==> config.mk <==
export PLATFORM = sky130hd
export DESIGN_NAME = lab6_piso_tx
export DESIGN_NICKNAME = d
export VERILOG_FILES = /design/src/rtl/lab6_pkg.sv /design/src/rtl/lab6_bit_timer.sv /design/src/rtl/lab6_piso_tx.sv
export SDC_FILE = /design/constraint.sdc
export NUM_CORES = 1
export LEC_CHECK = 0
export CAP_MARGIN = 20
export CORE_UTILIZATION = 25
export DETAILED_ROUTE_END_ITERATION = 8
export HOLD_SLACK_MARGIN = 0.1
export SYNTH_ARGS = -nofsm -noshare
export SYNTH_HDL_FRONTEND = slang
export SYNTH_SLANG_ARGS = --single-unit
==> constraint.sdc <==
create_clock -name Clk -period 3.2 [get_ports Clk]
set_clock_uncertainty 0.05 [all_clocks]
set_input_delay 0.64 -clock Clk [delete_from_list [all_inputs] [get_ports Clk]]
set_output_delay 0.64 -clock Clk [all_outputs]
set_load 0.03 [all_outputs]
==> src/rtl/lab6_pkg.sv <==
// Shared definitions for the lab6 PISO transmitter.
// Build option: LAB6_PISO_PARITY_EN adds an even-parity bit after the data bits.
package lab6_pkg;

   localparam int unsigned DATA_W           = 4;
   localparam int unsigned FRAME_BITS_NOPAR = 6;   // start + 4 data + stop
   localparam int unsigned FRAME_BITS_PAR   = 7;   // start + 4 data + parity + stop

`ifdef LAB6_PISO_PARITY_EN
   localparam int unsigned FRAME_BITS = FRAME_BITS_PAR;
`else
   localparam int unsigned FRAME_BITS = FRAME_BITS_NOPAR;
`endif

   typedef enum logic [2:0] {
      ST_IDLE  = 3'd0,
      ST_START = 3'd1,
      ST_DATA  = 3'd2,
      ST_STOP  = 3'd3
`ifdef LAB6_PISO_PARITY_EN
      , ST_PARITY = 3'd4
`endif
   } state_e;

`ifdef LAB6_PISO_PARITY_EN
   // Even parity: the bit that makes the total count of ones even.
   function automatic logic even_parity(input logic [DATA_W-1:0] d);
      return ^d;
   endfunction
`endif

endpackage

==> src/rtl/lab6_bit_timer.sv <==
// Bit-period counter: counts BIT_CYCLES clocks per serial bit and flags the
// last cycle of each period. restart_i holds the count at zero so the first
// period after a restart is a full one.
module lab6_bit_timer #(
   parameter int unsigned BIT_CYCLES = 2
) (
   input  logic Clk,
   input  logic reset,
   input  logic restart_i,
   output logic tick_o
);

   localparam logic [7:0] LAST_CNT = 8'(BIT_CYCLES - 1);

   logic [7:0] cnt_q;
   logic [7:0] cnt_d;

   // Next count: clear on restart, wrap at the end of a period, else advance.
   always_comb begin
      cnt_d = cnt_q;
      if (restart_i) begin
         cnt_d = 8'd0;
      end else if (cnt_q == LAST_CNT) begin
         cnt_d = 8'd0;
      end else begin
         cnt_d = cnt_q + 8'd1;
      end
   end

   // Counter register with asynchronous clear.
   always_ff @(posedge Clk or negedge reset) begin
      if (!reset) begin
         cnt_q <= 8'd0;
      end else begin
         cnt_q <= cnt_d;
      end
   end

   assign tick_o = (cnt_q == LAST_CNT) && !restart_i;

endmodule

==> src/rtl/lab6_piso_tx.sv <==
// 4-bit parallel-in serial-out transmitter: start(0), D[0..3] LSB first,
// optional even parity, stop(1); every bit lasts BIT_CYCLES clocks.
// Build option: LAB6_PISO_PARITY_EN enables the parity bit and PARITY state.
module lab6_piso_tx
   import lab6_pkg::*;
#(
   parameter int unsigned BIT_CYCLES = 2
) (
   input  logic              Clk,
   input  logic              reset,
   input  logic              load,
   input  logic [DATA_W-1:0] D,
   output logic              SO,
   output logic              ready,
   output logic              done
);

   localparam logic [1:0] LAST_IDX = 2'(DATA_W - 1);

   state_e            state_q, state_d;
   logic [DATA_W-1:0] shift_q, shift_d;
   logic [1:0]        idx_q,   idx_d;
   logic              so_q,    so_d;
   logic              ready_q, ready_d;
   logic              done_q,  done_d;
   logic              tick_s;
   logic              restart_s;
`ifdef LAB6_PISO_PARITY_EN
   logic              par_q,   par_d;
`endif

   // The timer idles at zero so a frame starts with a full start-bit period.
   assign restart_s = (state_q == ST_IDLE);

   lab6_bit_timer #(
      .BIT_CYCLES(BIT_CYCLES)
   ) u_bit_timer (
      .Clk      (Clk),
      .reset    (reset),
      .restart_i(restart_s),
      .tick_o   (tick_s)
   );

   // Next-state, shift register and bit index; outputs derive from next state
   // so they can be registered without an extra cycle of latency.
   always_comb begin
      state_d = state_q;
      shift_d = shift_q;
      idx_d   = idx_q;
`ifdef LAB6_PISO_PARITY_EN
      par_d   = par_q;
`endif
      case (state_q)
         ST_IDLE: begin
            if (load) begin
               state_d = ST_START;
               shift_d = D;
               idx_d   = 2'd0;
`ifdef LAB6_PISO_PARITY_EN
               par_d   = even_parity(D);
`endif
            end else begin
               state_d = ST_IDLE;
            end
         end
         ST_START: begin
            if (tick_s) begin
               state_d = ST_DATA;
            end else begin
               state_d = ST_START;
            end
         end
         ST_DATA: begin
            if (tick_s) begin
               if (idx_q == LAST_IDX) begin
`ifdef LAB6_PISO_PARITY_EN
                  state_d = ST_PARITY;
`else
                  state_d = ST_STOP;
`endif
                  idx_d   = 2'd0;
               end else begin
                  shift_d = {1'b0, shift_q[DATA_W-1:1]};
                  idx_d   = idx_q + 2'd1;
               end
            end else begin
               state_d = ST_DATA;
            end
         end
`ifdef LAB6_PISO_PARITY_EN
         ST_PARITY: begin
            if (tick_s) begin
               state_d = ST_STOP;
            end else begin
               state_d = ST_PARITY;
            end
         end
`endif
         ST_STOP: begin
            if (tick_s) begin
               state_d = ST_IDLE;
            end else begin
               state_d = ST_STOP;
            end
         end
         default: begin
            state_d = ST_IDLE;
         end
      endcase

      case (state_d)
         ST_IDLE:   so_d = 1'b1;
         ST_START:  so_d = 1'b0;
         ST_DATA:   so_d = shift_d[0];
`ifdef LAB6_PISO_PARITY_EN
         ST_PARITY: so_d = par_d;
`endif
         ST_STOP:   so_d = 1'b1;
         default:   so_d = 1'b1;
      endcase

      ready_d = (state_d == ST_IDLE);
      done_d  = (state_q == ST_STOP) && (state_d == ST_IDLE);
   end

   // State and registered outputs; reset returns the line to idle-high.
   always_ff @(posedge Clk or negedge reset) begin
      if (!reset) begin
         state_q <= ST_IDLE;
         shift_q <= '0;
         idx_q   <= 2'd0;
         so_q    <= 1'b1;
         ready_q <= 1'b1;
         done_q  <= 1'b0;
      end else begin
         state_q <= state_d;
         shift_q <= shift_d;
         idx_q   <= idx_d;
         so_q    <= so_d;
         ready_q <= ready_d;
         done_q  <= done_d;
      end
   end

`ifdef LAB6_PISO_PARITY_EN
   // Parity bit captured with the data word at acceptance.
   always_ff @(posedge Clk or negedge reset) begin
      if (!reset) begin
         par_q <= 1'b0;
      end else begin
         par_q <= par_d;
      end
   end
`endif

   assign SO    = so_q;
   assign ready = ready_q;
   assign done  = done_q;

endmodule

Word-level counts from Yosys, hierarchy flattened. Index checks and enable logic that the tools add are counted.

Add/sub/neg operators: 2. Equality and inequality tests: 10. Mux-type cells: 17. Reductions and logical operators: 8.

Operator list (count): $mux 8 (2); $mux 4 (3); $pmux 3 s4 (1); $mux 2 (5); $eq 3x2->1 const B (3); $add 8x1->8 const B (1); $eq 8x1->1 const B (1); $pmux 4 s2 (1); $eq 3x1->1 const B (2); $logic_not 3->1 (2); $mux 3 (2); $ne 2x2->1 const B (3); $pmux 2 s2 (1); $reduce_and 4->1 (1); $reduce_and 3->1 (1); $add 2x1->2 const B (1); $eq 2x2->1 const B (1); $logic_and 1x1->1 (2); $pmux 1 s2 (1); $reduce_bool 2->1 (1); $logic_not 1->1 (1); $mux 1 (1).

Bits in registers: 20. Input port bits: 7. Output and inout port bits: 3. Logic and storage cells: 45.

Logic depth before layout (Yosys ltp).
Depth after elaboration: 7. Depth in mapped cells: 6. Depth with buffers taken out: 6.

Cells and area by module. Synthesis repeated with hierarchy kept, for this count alone.

Cells, all modules: 100. Area, all modules: 1009.7 µm².

Modules (own cells, without submodules): lab6_piso_tx (instances 1, cells each 61, area an instance 619.3 µm², sequential area each 302.8 µm²); lab6_bit_timer (instances 1, cells each 39, area an instance 390.4 µm², sequential area each 200.2 µm²).

Least setup slack after synthesis. No wires, ideal clock.

Kind: in2reg. Start: input load. End: register so_q, in the netlist SO. Library setup time: 0.082 ns. Arrival time: 1.534 ns. Data required time: 3.068 ns. Setup slack: 1.534 ns. Cell stages on the path: 4. Buffers on the path: 0. Cells stage by stage: nor4b_4 > mux2i_1 > mux2i_1 > o31a_1.

Elaborated cells on any way between the ends: 7. Classes of those cells: eq/ne (2); mux (5).

RTL lines: start: declaration (line lab6_piso_tx.sv:11) `input logic load,`; $mux 4 (line lab6_piso_tx.sv:55) `if (load) begin`; $pmux 4 s2 (line lab6_piso_tx.sv:53) `case (state_q)`; named net shift_d[0] (line lab6_piso_tx.sv:21) `logic [DATA_W-1:0] shift_q, shift_d;`; $pmux 1 s2 (line lab6_piso_tx.sv:111) `case (state_d)`; named net so_d (line lab6_piso_tx.sv:23) `logic so_q, so_d;`; end signal: assignment (line lab6_piso_tx.sv:132) `so_q <= 1'b1;`; end signal: assignment (line lab6_piso_tx.sv:139) `so_q <= so_d;`; end: declaration (line lab6_piso_tx.sv:23).

The timed path passes the listed nets, and every way through them passes these cells. The select of a mux whose other input is x is not followed. A chain may end at the register's enable or synchronous reset.

Final worst setup path.
Start: register so_q, in the netlist SO. End: output SO.

RTL lines: end: declaration (line lab6_piso_tx.sv:13) `output logic SO,`.

No word-level cell between the ends.

==> impl_results.html <==
<table>
<tr><th>Metric</th><th>Value</th></tr>
<tr><th colspan="2">Outcome</th></tr>
<tr><td>Status</td><td>finished clean</td></tr>
<tr><th colspan="2">Finish</th></tr>
<tr><td>Fraction of layout cells with a size suffix above 1</td><td>15.6%</td></tr>
<tr><td>Antenna Diode Count</td><td>0</td></tr>
<tr><td>Post-Route Utilization</td><td>31.6%</td></tr>
<tr><td>Area overhead of the layout relative to synthesis</td><td>18.0%</td></tr>
<tr><td>Final net count</td><td>107</td></tr>
<tr><th colspan="2">Drt</th></tr>
<tr><td>Metal1 wirelength</td><td>825 um</td></tr>
<tr><td>Mean number of vias per cell</td><td>4.51</td></tr>
<tr><td>Average wire per standard cell</td><td>11.7 um</td></tr>
<tr><td>DRC marker count from the first detailed-route iteration</td><td>33</td></tr>
<tr><td>Remaining number of nets flagged by the antenna check after routing</td><td>0</td></tr>
<tr><td>Max layer used</td><td>met4</td></tr>
<tr><td>Via total after detailed routing</td><td>649</td></tr>
<tr><td>TritonRoute pass-1 iters</td><td>4</td></tr>
<tr><td>Final wirelength</td><td>1680 um</td></tr>
<tr><td>Number of remaining DRC errors</td><td>0</td></tr>
<tr><td>Detailed route wirelength on metal3</td><td>55 um</td></tr>
<tr><td>Met2 routed wirelength</td><td>761 um</td></tr>
<tr><th colspan="2">Yosys</th></tr>
<tr><td>Post-synth ARST share</td><td>100%</td></tr>
<tr><td>Post-synthesis average cell area</td><td>11.7 um^2</td></tr>
<tr><td>Most frequently used cell type in the post-synthesis netlist</td><td>dfrtp_1</td></tr>
<tr><td>Post-Syn Area</td><td>0.00101 mm^2</td></tr>
<tr><td>Top cell types by occurrence after synthesis</td><td>dfrtp_1 (18), nor2_1 (9), a21oi_1 (4), xor2_1 (4)</td></tr>
<tr><td>Cell count after synthesis</td><td>86</td></tr>
<tr><td>Post-synthesis cell type with the largest combined area</td><td>dfrtp_1</td></tr>
<tr><td>Most frequently used flop master after synthesis</td><td>dfrtp_1</td></tr>
<tr><td>Top cells by area in the synthesized netlist</td><td>dfrtp_1 (45%), dfstp_2 (5.2%), ha_1 (3.7%), xor2_1 (3.5%), nor2_1 (3.3%)</td></tr>
<tr><td>Number of distinct standard cells referenced by the synthesized netlist</td><td>38</td></tr>
<tr><td>Yosys reg bits</td><td>20</td></tr>
<tr><td>Fraction of synthesized area in multiplexers</td><td>3.10%</td></tr>
<tr><td>Synthesis warning total</td><td>0</td></tr>
<tr><td>Count of flip-flops with a built-in enable after synthesis</td><td>0</td></tr>
<tr><td>Synth Net Count</td><td>96</td></tr>
<tr><td>Compound-cell area share of the yosys netlist</td><td>12.5%</td></tr>
<tr><td>Simple-gate portion of the synthesized area</td><td>21.2%</td></tr>
<tr><td>Post-Synth Adder-Cell Area</td><td>3.72%</td></tr>
<tr><td>Area share of the largest cell type after synthesis</td><td>44.7%</td></tr>
<tr><td>Xor/xnor cell area share of the yosys netlist</td><td>6.08%</td></tr>
<tr><td>Dominant combinational cell family by area after synthesis</td><td>simple AND/OR/NAND/NOR gates</td></tr>
<tr><td>Fraction of the yosys area taken by sequential cells</td><td>49.9%</td></tr>
<tr><th colspan="2">Global routing</th></tr>
<tr><td>Number of antenna violations at the first check in global routing</td><td>0</td></tr>
<tr><td>Total overflow reported by the global router</td><td>0</td></tr>
<tr><td>Number of global-route vias before repair</td><td>659</td></tr>
<tr><td>Maximum number of pins on one net before global-route repair</td><td>21</td></tr>
<tr><td>Total routing resource utilization after global routing</td><td>9.64%</td></tr>
<tr><td>Wire length of the first global-routing pass</td><td>3040 um</td></tr>
<tr><th colspan="2">Power</th></tr>
<tr><td>Internal power summed over all cells</td><td>509 uW</td></tr>
<tr><td>Switching fraction of total power</td><td>31.3%</td></tr>
<tr><td>Power density cells</td><td>622 mW/mm^2</td></tr>
<tr><td>Leak pwr</td><td>0.000521 uW</td></tr>
<tr><td>Relative contribution of sequential cells to total power</td><td>48.3%</td></tr>
<tr><td>Combinational Power Share</td><td>26.1%</td></tr>
<tr><td>VDD IR-drop max</td><td>0.160 mV</td></tr>
<tr><td>Switching power summed over all nets</td><td>232 uW</td></tr>
<tr><td>Share of total power in the clock network</td><td>25.6%</td></tr>
<tr><th colspan="2">Clock tree</th></tr>
<tr><td>TritonCTS clock tree</td><td>built</td></tr>
<tr><td>Number of sinks driven by the clock tree</td><td>20</td></tr>
<tr><td>Register clock-pin slew on the reported worst setup and hold paths</td><td>0.07 ns</td></tr>
<tr><td>Number of buffers inserted by hold repair at cts</td><td>0</td></tr>
<tr><td>TritonCTS buffer count</td><td>3</td></tr>
<tr><td>Total number of H-tree levels</td><td>1</td></tr>
<tr><td>Post-CTS Setup Inserts</td><td>0</td></tr>
<tr><td>Resized Gates After CTS</td><td>0</td></tr>
<tr><td>Skew-Pair Late Insertion Delay</td><td>0.25 ns</td></tr>
<tr><td>Clock root cell</td><td>clkbuf_8</td></tr>
<tr><td>Max Buffers Root-to-Sink</td><td>2</td></tr>
<tr><th colspan="2">Timing</th></tr>
<tr><td>Setup repair after global routing missed its margin</td><td>no</td></tr>
<tr><td>Setup_tns</td><td>0 ns</td></tr>
<tr><td>Crit share post-route</td><td>66.7%</td></tr>
<tr><td>Final-report setup violation count</td><td>0</td></tr>
<tr><td>Minimum clock period</td><td>2.13 ns</td></tr>
<tr><td>Max frequency</td><td>469 MHz</td></tr>
<tr><td>Max-slew violation count</td><td>0</td></tr>
<tr><td>Relative max-transition margin</td><td>39.6%</td></tr>
<tr><td>Number of hold violations in the final report</td><td>0</td></tr>
<tr><td>Slew at the pin with the worst max-slew slack</td><td>0.898 ns</td></tr>
<tr><th colspan="2">Worst setup path</th></tr>
<tr><td>Depth of the most critical reg-to-reg path</td><td>4</td></tr>
<tr><td>Slack of the worst reg-to-reg path</td><td>1.36 ns</td></tr>
<tr><td>CP max stage delay</td><td>0.66 ns</td></tr>
<tr><td>Start of the worst register-to-register path</td><td>state_q[1]$_DFF_PN0_</td></tr>
<tr><td>Count of cell instances traversed by the critical path</td><td>1</td></tr>
<tr><td>Crit path cell chain</td><td>clkdlybuf4s50_1</td></tr>
<tr><td>Worst setup EP type</td><td>output pin</td></tr>
<tr><td>Standard cell with the maximum stage delay on the critical path</td><td>clkdlybuf4s50_1</td></tr>
<tr><td>Highest net fanout along the worst path</td><td>1</td></tr>
<tr><td>Critical Path Start Type</td><td>flip-flop</td></tr>
<tr><td>Critical path buffer and inverter count</td><td>1</td></tr>
<tr><td>Data arrival time of the critical path</td><td>1.44 ns</td></tr>
<tr><td>R2r endpoint</td><td>SO$_DFF_PN1_</td></tr>
<tr><td>Worst setup path category</td><td>reg2out</td></tr>
<tr><td>Family with the most delay on the worst path</td><td>buffers and inverters</td></tr>
<tr><td>Required time at the worst-slack endpoint</td><td>2.51 ns</td></tr>
<tr><th colspan="2">Worst hold path</th></tr>
<tr><td>Path type of the worst min-delay path</td><td>reg2reg</td></tr>
<tr><td>Hold Path Origin</td><td>shift_q[1]$_DFFE_PN0P_</td></tr>
<tr><td>Worst Hold Endpoint</td><td>shift_q[1]$_DFFE_PN0P_</td></tr>
<tr><td>Worst hold stages</td><td>1</td></tr>
<tr><th colspan="2">Die</th></tr>
<tr><td>Core area</td><td>0.00377 mm^2</td></tr>
<tr><td>Die outline width</td><td>65.5 um</td></tr>
<tr><td>Initial core utilization</td><td>26.7%</td></tr>
<tr><td>Area of the die</td><td>0.00429 mm^2</td></tr>
<tr><td>Boundary pin count</td><td>10</td></tr>
<tr><td>Site Rows</td><td>22</td></tr>
<tr><td>Die height</td><td>65.5 um</td></tr>
<tr><th colspan="2">Placement</th></tr>
<tr><td>Global placement routability congestion</td><td>0.686</td></tr>
<tr><td># port buffers</td><td>9</td></tr>
<tr><td>DP HPWL</td><td>1270 um</td></tr>
<tr><th colspan="2">Flow run</th></tr>
<tr><td>Max-cap violation count</td><td>0</td></tr>
</table>
==> routing by layer <==
layer,GRT usage [%],vias to the layer above
met1,12.3,306
met3,2.43,4
met4,6.52,0
li1,-,328
met2,14.2,11
met5,0,-
==> worst max-delay path by stage <==
stage | from | slack [ns] | endpoint
after global placement | load | 0.92 | SO$_DFF_PN1_
final | SO$_DFF_PN1_ | 1.07 | SO
after CTS | SO$_DFF_PN1_ | 1.05 | SO
after global routing | load | 1.0 | SO$_DFF_PN1_
after floorplan | load | 1.53 | SO$_DFF_PN1_
after detailed placement | load | 0.84 | SO$_DFF_PN1_
==> flip-flops by register name, indices dropped and copies added, names as in the netlist <==
name,flops
u_bit_timer.cnt_q,8
SO,1
state_q,3
done,1
ready,1
idx_q,2
shift_q,4
==> power groups by stage <==
stage	clock network [uW]	registers, uW	logic, uW
floorplan	0	351	155
global placement	0	360	192
detailed placement	0	363	197
CTS	197	358	198
global route	208	366	220
finish	189	358	193
==> placed cells by master, fill, tap and decap left out, types with 3 or more instances in the layout <==
cell type	count
clkbuf_8	4
a22o_1	3
xor2_1	4
clkdlybuf4s50_1	9
nor2_1	9
ha_1	3
dfrtp_1	18
a21o_1	3
a21oi_1	4
xnor2_1	3
==> cell type report <==
cell class	instances	area, um^2
tap	48	60.1
multi-input combinational	61	474
timing repair buffer	9	90.1
sequential	20	503
inverter	2	7.51
fill	376	2580
clock buffer	4	55.1
==> cells by family after synthesis <==
group                    count (synthesis)
multiplexers                             3
XOR/XNOR                                 7
AND/OR/NAND/NOR                         30
other                                    1
AO/OA/AOI/OAI                           17
adder cells (fa/ha/maj)                  3
buffers and inverters                    5
flip-flops                              20
==> metrics by stage <==
stage / cell area [um^2] / setup slack (ns) / hold WS (ns) / total power (uW) / instances
4_1_cts: 1190 / 1.05 / 0.437 / 753 / 144
2_1_floorplan: 1010 / 1.53 / 0.294 / 506 / 86
6_report: 1190 / 1.07 / 0.432 / 740 / 144
3_3_place_gp: 1130 / 0.925 / 0.413 / 552 / 140
5_1_grt: 1190 / 0.998 / 0.472 / 794 / 144
3_5_place_dp: 1130 / 0.843 / 0.420 / 560 / 140
Note: power is estimated with default switching activity, not from simulation.
